$ cat config.mk
export PLATFORM = sky130hd
export DESIGN_NAME = strobe_sampler
export DESIGN_NICKNAME = d
export VERILOG_FILES = /design/src/rtl/strobe_sampler_pkg.sv /design/src/rtl/strobe_sampler_hit_slot.sv /design/src/rtl/strobe_sampler.sv
export SDC_FILE = /design/constraint.sdc
export NUM_CORES = 1
export LEC_CHECK = 0
export CORE_MARGIN = 2
export CORE_UTILIZATION = 50
export CTS_BUF_LIST = sky130_fd_sc_hd__clkbuf_8
export CTS_CLUSTER_DIAMETER = 60
export DETAILED_ROUTE_END_ITERATION = 8
export PLACE_DENSITY = 0.75
export SYNTH_ARGS = -nofsm -noshare
export SYNTH_HDL_FRONTEND = slang
export SYNTH_SLANG_ARGS = --single-unit
export TNS_END_PERCENT = 50
$ cat constraint.sdc
create_clock -name clk -period 2.3 [get_ports clk]
set_input_delay 0.23 -clock clk [delete_from_list [all_inputs] [get_ports clk]]
set_output_delay 0.23 -clock clk [all_outputs]
set_load 0.02 [all_outputs]
$ cat src/rtl/strobe_sampler_pkg.sv
// Shared types and sizing helpers for the strobe sampler and its event ports.
package strobe_sampler_pkg;

    typedef enum logic [1:0] {
        IDLE,
        RUN,
        DONE
    } state_e;

    // Width of the strobe divider counter, never narrower than one bit.
    function automatic int unsigned div_cnt_w(input int unsigned div);
        return (div > 2) ? $clog2(div) : 1;
    endfunction

endpackage

$ cat src/rtl/strobe_sampler_hit_slot.sv
// One-entry valid/ready holding register; a push into an occupied, non-draining
// slot is refused and flagged on drop for that cycle.
module hit_slot #(
    parameter int unsigned W = 8
) (
    input  logic         clk,
    input  logic         reset,
    input  logic         push,
    input  logic [W-1:0] push_data,
    input  logic         ready,
    output logic         valid,
    output logic [W-1:0] data,
    output logic         drop
);

    logic         valid_q, valid_d;
    logic [W-1:0] data_q, data_d;
    logic         pop;

    always_comb begin
        pop     = valid_q && ready;
        valid_d = valid_q;
        data_d  = data_q;
        drop    = 1'b0;
        if (push && (!valid_q || pop)) begin
            valid_d = 1'b1;
            data_d  = push_data;
        end else if (push) begin
            drop = 1'b1;
        end else if (pop) begin
            valid_d = 1'b0;
        end
    end

    always_ff @(posedge clk) begin
        if (reset) begin
            valid_q <= 1'b0;
            data_q  <= '0;
        end else begin
            valid_q <= valid_d;
            data_q  <= data_d;
        end
    end

    assign valid = valid_q;
    assign data  = data_q;

endmodule

$ cat src/rtl/strobe_sampler.sv
// Divide-by-DIV strobe sampling a free-running counter on the same clock;
// all-ones samples are reported as timestamped hits until MAX_CYC enabled cycles.
module strobe_sampler
    import strobe_sampler_pkg::*;
#(
    parameter int unsigned DIV     = 2,
    parameter int unsigned CNT_W   = 2,
    parameter int unsigned TS_W    = 8,
    parameter int unsigned MAX_CYC = 10
) (
    input  logic            clk,
    input  logic            reset,
    input  logic            en,
    output logic            strobe_o,
    output logic [CNT_W-1:0] cnt_o,
    output logic            hit_valid,
    input  logic            hit_ready,
    output logic [TS_W-1:0] hit_data,
    output logic            overflow,
    output logic            done
);

    localparam int unsigned     DW       = div_cnt_w(DIV);
    localparam logic [DW-1:0]   DIV_LAST = DW'(DIV - 1);
    localparam logic [TS_W-1:0] CYC_LAST = TS_W'(MAX_CYC - 1);
    localparam logic [TS_W-1:0] CYC_MAX  = TS_W'(MAX_CYC);

    state_e           state_q, state_d;
    logic [CNT_W-1:0] cnt_q, cnt_d;
    logic [TS_W-1:0]  cyc_q, cyc_d;
    logic [DW-1:0]    div_cnt_q, div_cnt_d;
    logic             strobe_q, strobe_d;
    logic             done_q, done_d;
    logic             overflow_q, overflow_d;
    logic             active, sample, hit, drop;

    // IDLE behaves like RUN on an enabled edge, so the first enabled edge counts.
    always_comb begin
        state_d    = state_q;
        cnt_d      = cnt_q;
        cyc_d      = cyc_q;
        div_cnt_d  = div_cnt_q;
        strobe_d   = 1'b0;
        done_d     = done_q;
        overflow_d = overflow_q | drop;
        active     = en && (state_q != DONE);
        sample     = active && (div_cnt_q == DIV_LAST);
        hit        = sample && (cnt_q == '1);
        if (active) begin
            cnt_d     = cnt_q + 1'b1;
            cyc_d     = (cyc_q == CYC_MAX) ? cyc_q : cyc_q + 1'b1;
            div_cnt_d = (div_cnt_q == DIV_LAST) ? '0 : div_cnt_q + 1'b1;
            strobe_d  = sample;
            if (cyc_q == CYC_LAST) begin
                state_d = DONE;
                done_d  = 1'b1;
            end else begin
                state_d = RUN;
            end
        end
    end

    always_ff @(posedge clk) begin
        if (reset) begin
            state_q    <= IDLE;
            cnt_q      <= '0;
            cyc_q      <= '0;
            div_cnt_q  <= '0;
            strobe_q   <= 1'b0;
            done_q     <= 1'b0;
            overflow_q <= 1'b0;
        end else begin
            state_q    <= state_d;
            cnt_q      <= cnt_d;
            cyc_q      <= cyc_d;
            div_cnt_q  <= div_cnt_d;
            strobe_q   <= strobe_d;
            done_q     <= done_d;
            overflow_q <= overflow_d;
        end
    end

    hit_slot #(
        .W(TS_W)
    ) u_hit_slot (
        .clk      (clk),
        .reset    (reset),
        .push     (hit),
        .push_data(cyc_q),
        .ready    (hit_ready),
        .valid    (hit_valid),
        .data     (hit_data),
        .drop     (drop)
    );

    assign strobe_o = strobe_q;
    assign cnt_o    = cnt_q;
    assign overflow = overflow_q;
    assign done     = done_q;

endmodule
; ---- Word-level counts from Yosys, hierarchy flattened
; Cells that the tools add are included.
[totals]
reg_bits = 25
in_bits = 4
out_inout_bits = 14
elab_cells = 39
[op_classes]
n_addsub = 3
eq_ne = 5
mux = 7
bitwise = 3
reduce_logical = 12
[ops]
columns = op, n
row1 = $eq A8 B4 Y1 const B, 2
row2 = $add A8 B1 Y8 const B, 1
row3 = $mux W1, 6
row4 = $reduce_and A2 Y1, 3
row5 = $logic_and A1 B1 Y1, 5
row6 = $ne A2 B2 Y1 const B, 2
row7 = $add A2 B1 Y2 const B, 1
row8 = $eq A2 B2 Y1 const B, 1
row9 = $mux W2, 1
row10 = $not A1 Y1, 2
row11 = $reduce_bool A2 Y1, 1
row12 = $reduce_or A2 Y1, 1
row13 = $add A1 B1 Y1 const B, 1
row14 = $logic_not A1 Y1, 1
row15 = $logic_or A1 B1 Y1, 1
row16 = $or A1 B1 Y1, 1

; ---- Logic depth before layout (Yosys ltp)
; Gate-level depths: netlist (run 1).
[depth]
word_depth = 7
ltp_mapped = 6
ltp_nobuf = 6

; ---- Modules after synthesis
; From an unflattened synthesis (run 1), not the netlist that was laid out.
[unflattened]
hier_cells = 121
hier_area_um2 = 1151.1
[by_module_without_submodules]
columns = mod, n_inst, cells_each, area_per_inst_um2, seq_area_each_um2
row1 = strobe_sampler, 1, 81, 738.2, 320.3
row2 = hit_slot, 1, 40, 412.9, 180.2

; ---- Worst setup path before layout (run 1)
; Ideal clock, no wire load.
[synth_path]
path_type = flip-flop to flip-flop
from = register cnt_q[0], in the netlist cnt_o[0]
to = register u_hit_slot.data_q[4], in the netlist u_hit_slot.data[4]
setup_time_ps = 128
t_arrival_ps = 1459
required_ps = 2172
path_slack_ps = 713
path_stages_with_launch = 6
n_path_buf = 0
period_less_slack_ps = 1587
path_cell_list = dfxtp_1 ha_1 and2_1 nand4_1 mux2i_1 nor2_1
[synth_via]
elab_chain_cells = 3
[synth_rtl]
columns = item, line_no
row1 = from (decl), strobe_sampler.sv:29  ; logic [CNT_W-1:0] cnt_q, cnt_d;
row2 = from (signal assigned), strobe_sampler.sv:74  ; cnt_q <= cnt_d;
row3 = $eq A2 B2 Y1, strobe_sampler.sv:48  ; hit = sample && (cnt_q == '1);
row4 = $logic_and A1 B1 Y1, strobe_sampler.sv:48
row5 = $logic_and A1 B1 Y1, strobe_sampler_hit_slot.sv:25  ; if (push && (!valid_q || pop)) begin
row6 = to (signal assigned), strobe_sampler_hit_slot.sv:41  ; data_q <= data_d;
row7 = to (decl), strobe_sampler_hit_slot.sv:17  ; logic [W-1:0] data_q, data_d;
; No other way between the ends.
; A chain may end at the register's enable or synchronous reset.

; ---- Final worst setup path (run 1)
[layout_path]
from = register cyc_q[4]
to = register cyc_q[6]
[layout_via]
elab_chain_cells = 3
[layout_rtl]
columns = item, line_no
row1 = from (decl), strobe_sampler.sv:30  ; logic [TS_W-1:0] cyc_q, cyc_d;
row2 = from (signal assigned), strobe_sampler.sv:75  ; cyc_q <= cyc_d;
row3 = "parallel branches: the longest is 3 deep, another holds $add A8 B1 Y8", -
; Parallel ways; which one is timed is not known.

==> results of run 1 <==
[through the flow]
stage | worst slack (ns) | area (µm²) | power [W] | hold WS [ns] | utilization
after floorplan | 0.713 | 1100 | 0.000507 | 0.432 | -
after global placement | 0.550 | 1290 | 0.000526 | 0.433 | 0.603
after detailed placement | 0.515 | 1290 | 0.000528 | 0.443 | 0.603
after CTS | 0.643 | 1340 | 0.000777 | 0.456 | 0.624
after global routing | 0.581 | 1340 | 0.000798 | 0.470 | 0.624
final | 0.642 | 1340 | 0.000766 | 0.449 | 0.624
[worst paths after layout]
check	start	endpoint	slack, ns	cells past startpoint
worst max register to register	cyc_q[4]	cyc_q[6]	0.64	4
worst min register to register	done	done	0.45	2
worst min-delay path	done	done	0.45	2
worst max-delay path	cyc_q[4]	cyc_q[6]	0.64	4
[flip-flops by register name, indices dropped and copies added, names as in the netlist]
signal and cells:
overflow 1, done 1, strobe_o 1, state_q 2, cyc_q 8, u_hit_slot.data 8, u_hit_slot.valid 1, div_cnt_q 1
cnt_o 2
[synthesized netlist by cell type (2+ instances only)]
library cell,count
dfxtp_1,25
nor2_1,18
mux2i_1,8
nand2_1,7
a21oi_1,6
inv_1,5
ha_1,4
xnor2_1,4
clkbuf_1,3
nand3_1,3
nand4_1,3
xor2_1,3
and2_1,2
buf_4,2
nand2b_1,2
[power by group]
part | total (W) | internal (W) | switching, W
clock network | 0.000249 | 0.000119 | 0.000130
registers | 0.000453 | 0.000443 | 0.00000976
logic | 0.0000642 | 0.0000310 | 0.0000333
total | 0.000766 | 0.000594 | 0.000173
[cells by family (layout without fill, tap and decap cells)]
logic type / Yosys count / in the layout / synth area share
buffers and inverters: 11 / 29 / 0.0510
AND/OR/NAND/NOR: 46 / 46 / 0.227
AO/OA/AOI/OAI: 11 / 11 / 0.0827
XOR/XNOR: 7 / 7 / 0.0555
adder cells (fa/ha/maj): 4 / 4 / 0.0453
flip-flops: 25 / 25 / 0.453
multiplexers: 9 / 9 / 0.0861
[routing by layer]
metal | vias to the layer above | global-route usage
li1 | 414 | -
met1 | 377 | 0.196
met2 | 17 | 0.277
met3 | 5 | 0.0409
met4 | 0 | 0.108
met5 | - | 0
[critical path, delay by kind of cell, from the launching register on]
kind	cells	cell delay, ns
compound gates	1	0.25
simple gates	2	0.66
flops	1	0.36
mux	1	0.29
[layout make-up]
type	instances	share of cell area
multi-input cells	77	0.409
well taps	28	0.0261
flip-flops and latches	25	0.373
clock inverters	1	0.00280
repair buffers	20	0.144
clock buffers	3	0.0308
inverters	5	0.0140
==> impl_metrics.ini, run 1 <==
[cts]
clock_pin_slew_on_the_worst_setup_and_hold_paths_ns = 0.08
h-tree-depth = 1
cts-resized-gates = 0
cts_tree = done
insertion_delay_ns = 0.27
cts-root-to-sink-buffers = 2
root_buffer = clkbuf_8
numClockSinks = 25
post_cts_buffers = 0
cts-buffers-inserted = 3
ctsHoldBuffers = 0

[layout]
insertedDiodeCount = 0
multi_input_comb_area_um2 = 548
drive_gt1_frac = 0.122
layout_commonest_cell = dfxtp_1
post_layout_nonfiller_instances = 159
n_fill_cell = 193
p_r_area_growth_vs_syn_pct = 21.3
footprint_of_the_flip_flops_and_latches_um2 = 500
final_cell_mix = 25 x dfxtp_1, 18 x nor2_1, 17 x clkdlybuf4s50_1, 8 x mux2i_1, 7 x nand2_1
final_nets = 140

[yosys]
area_of_the_mapped_netlist_um2 = 1100
synth_top_area_share = 0.453
total_of_flip_flops_plus_latches_after_synthesis = 25
synth-main-ff-cell = dfxtp_1
biggest_area_consumer_among_synthesized_cells = dfxtp_1
synth-warning-count = 0
synth-edff-count = 0
postSynthAreaPerCell_um2 = 9.78
async_reset_ff_frac = 0
synthesis.instances = 113
post_synth_main_area_contributors = dfxtp_1 45%, mux2i_1 7.2%, nor2_1 6.1%, ha_1 4.5%, xnor2_1 3.2%
netlist-cell-type-count = 33
proportion_of_synthesized_chip_area_in_sequential_cells = 0.453
synthesis.nets = 121

[detailed_routing]
drc = 0
drt_iter0_drc = 9
wl_met2_um = 952
routedLengthMet1_um = 862
route.antenna.remaining_nets = 0
route.final.wire_length_mm = 1.94
dr.max_layer_used = met4
detail_route.wl_per_cell_um = 12.2
detailedRoute.firstPassIterationCount = 4
route.met3.wl_um = 79
num_vias = 813
post_drt_via_cell_ratio = 5.11

[floorplanning]
fp.dieArea_um2 = 2600
die-height_um = 51.0
initial_core_util = 0.514
core_area_um2 = 2150
placementRows = 17
boundaryPins = 18
fp.dieW_um = 51.0

[worst_setup_path]
worst_setup_path_end_kind = flop
slowest_delay_ns = 0.59
worst_ep_arrival_time_ns = 1.82
timing.critical_path.slowest_stage_cell = or4_4
worstSetupStartpointType = flop
critical_path_required_ns = 2.46
crit_chain = or4_4 -> o2111ai_4 -> nor3_2 -> mux2_4
crit_path_max_fanout = 6
critical_path_class = reg -> reg

[timing]
fin_worst_skew_ns = 0.00453
finalSetupViolCount = 0
fmaxAchievable_ghz = 0.603
drv_slew = 0
final_cycle_share = 0.721
rsz0062_at_grt = false
fin_setup_tns_ns = 0
report.final.hold_viol_count = 0
worstMarginPinSlew_ns = 0.360
relSlewSlack = 0.760
post-route-min-period_ns = 1.66

[place]
port-buffer-count = 17
gp_routability_congestion = 0.714
placed_cells = 155
detailedPlacementHpwl_mm = 1.42

[power]
power-per-cell-area_nw_per_um2 = 572
ir_drop_v = 0.000431
power_leakage_nw = 0.558

[global_route]
grt_overflow_total = 0
grt_usage = 0.169
vias_in_the_first_global_route = 712
grt_start_max_net_pins = 14
first_pass_grt_wire_length_mm = 3.18
antenna_found_initial = 0

[job]
max-cap-violations = 0

[hold_path]
timing.hold.worst.class = reg -> reg

[run_status]
status = finished, final reports clean
Note: power is estimated with default switching activity, not from simulation.
==> run 2, diff against run 1 <==
==> constraint.sdc (replaced) <==
create_clock -name clk -period 1.56 [get_ports clk]
set_input_delay 0.156 -clock clk [delete_from_list [all_inputs] [get_ports clk]]
set_output_delay 0.156 -clock clk [all_outputs]
set_load 0.02 [all_outputs]
==> impl_metrics.ini, run 2 (synthesis gave the netlist of run 1 again) <==
[worst_setup_path]
timing.critical_path.slowest_stage_cell = or4_4
crit_path_max_fanout = 3
slowest_delay_ns = 0.57
worst_ep_arrival_time_ns = 1.73
critical_path_required_ns = 1.71
critical_path_class = reg -> reg
worstSetupStartpointType = flop
crit_buf_inv = 0
critical_path.top_delay_family = simple AND/OR/NAND/NOR gates
worst_setup_path_end_kind = flop
crit_chain = or4_4 -> o2111ai_4 -> nor3_2 -> mux2_4
rrSetupSlack_ns = -0.01

[floorplanning]
fp.dieArea_um2 = 2600
placementRows = 17
fp.dieW_um = 51.0
initial_core_util = 0.514
core_area_um2 = 2150
boundaryPins = 18
die-height_um = 51.0

[place]
dpl-instance-area_um2 = 1390
port-buffer-count = 17
gp_routability_congestion = 0.789
detailedPlacementHpwl_mm = 1.65

[power]
post-layout-total-power_w = 0.00113
power_leakage_nw = 0.653
ir_drop_v = 0.000594
power-per-cell-area_nw_per_um2 = 783

[global_route]
antenna_found_initial = 0
grt_usage = 0.202
grt_start_max_net_pins = 14
vias_in_the_first_global_route = 863
grt_overflow_total = 0
first_pass_grt_wire_length_mm = 3.89

[detailed_routing]
post_drt_via_cell_ratio = 4.98
dr.max_layer_used = met4
drt_iter0_drc = 16
wl_met2_mm = 1.12
routedLengthMet1_um = 952
detailedRoute.firstPassIterationCount = 4
route.met3.wl_um = 82
route.antenna.remaining_nets = 0
drc = 0
detail_route.wl_per_cell_um = 12.8
route.final.wire_length_mm = 2.17
num_vias = 847

[cts]
cts-root-to-sink-buffers = 2
insertion_delay_ns = 0.26
clock_pin_slew_on_the_worst_setup_and_hold_paths_ns = 0.08
root_buffer = clkbuf_8
h-tree-depth = 1
cts_tree = done
post_cts_buffers = 0
ctsHoldBuffers = 0
numClockSinks = 25
cts-buffers-inserted = 3

[layout]
n_fill_cell = 184
final_cell_mix = 23 x dfxtp_1, 18 x nor2_1, 17 x clkdlybuf4s50_1, 13 x buf_4, 8 x mux2i_1
p_r_area_growth_vs_syn_pct = 31.1
drive_gt1_frac = 0.211
final_util = 0.674
finalInstanceArea_um2 = 1450
insertedDiodeCount = 0
layout_commonest_cell = dfxtp_1
final_nets = 151

[timing]
final_cycle_share = 1.01
post-route-min-period_ns = 1.57
finalSetupViolCount = 1
fin_worst_skew_ns = 0.00183
drv_slew = 0
report.final.hold_viol_count = 0
worstMarginPinSlew_ns = 0.310
fmaxAchievable_ghz = 0.636
rsz0062_at_grt = true
worst_slack_ns = -0.0130
relSlewSlack = 0.793

[run_status]
status = finished with violations
violations_in_the_final_reports = negative setup slack

[hold_path]
timing.hold.worst.class = reg -> reg

[job]
max-cap-violations = 0
[run 2: cell type report]
class,instances,area (µm²),area share
tap,28,35.0,0.0242
sequential,25,503,0.347
clock inverter,1,3.75,0.00259
inverter,5,18.8,0.0130
timing repair buffer,31,288,0.199
clock buffer,3,41.3,0.0285
multi-input combinational,77,559,0.386
[run 2: final timing paths]
path | startpoint | endpoint | depth (start not counted)
setup / recovery | cyc_q[5] | cyc_q[6] | 4
hold reg to reg | done | done | 2
setup reg to reg | cyc_q[5] | cyc_q[6] | 4
hold / removal | done | done | 2
[run 2: through the flow]
step / hold WS, ns / cells / TNS (ns) / setup slack, ns
floorplan: 0.358 / 113 / -0.00296 / -0.00296
global placement: 0.435 / 166 / 0 / 0.0236
detailed placement: 0.445 / 166 / -0.00797 / -0.00797
CTS: 0.456 / 170 / -0.0117 / -0.0117
global route: 0.483 / 170 / -0.113 / -0.0651
finish: 0.452 / 170 / -0.0130 / -0.0130
[run 2: where the power goes]
| part | switching (W) | leakage, nW | internal [W] |
|---|---|---|---|
| Sequential | 0.0000131 | 0.204 | 0.000654 |
| Clock | 0.000180 | 0.0269 | 0.000175 |
| Combinational | 0.0000556 | 0.422 | 0.0000563 |
[run 2: worst reg2reg max path, stage by stage (launching register included)]
cell	delay, ns
dfxtp_2	0.32
or4_4	0.57
o2111ai_4	0.22
nor3_2	0.07
mux2_4	0.29
[run 2: what timing repair did]
action                     4_1_cts  5_1_grt
pin swaps                        1        1
setup endpoints to repair        2        5
gates resized for setup          1        2
[run 2: layer usage]
layer	up-vias	GRT usage
met5	-	0
met4	0	0.0811
met3	2	0.0409
met2	17	0.355
met1	387	0.238
li1	441	-
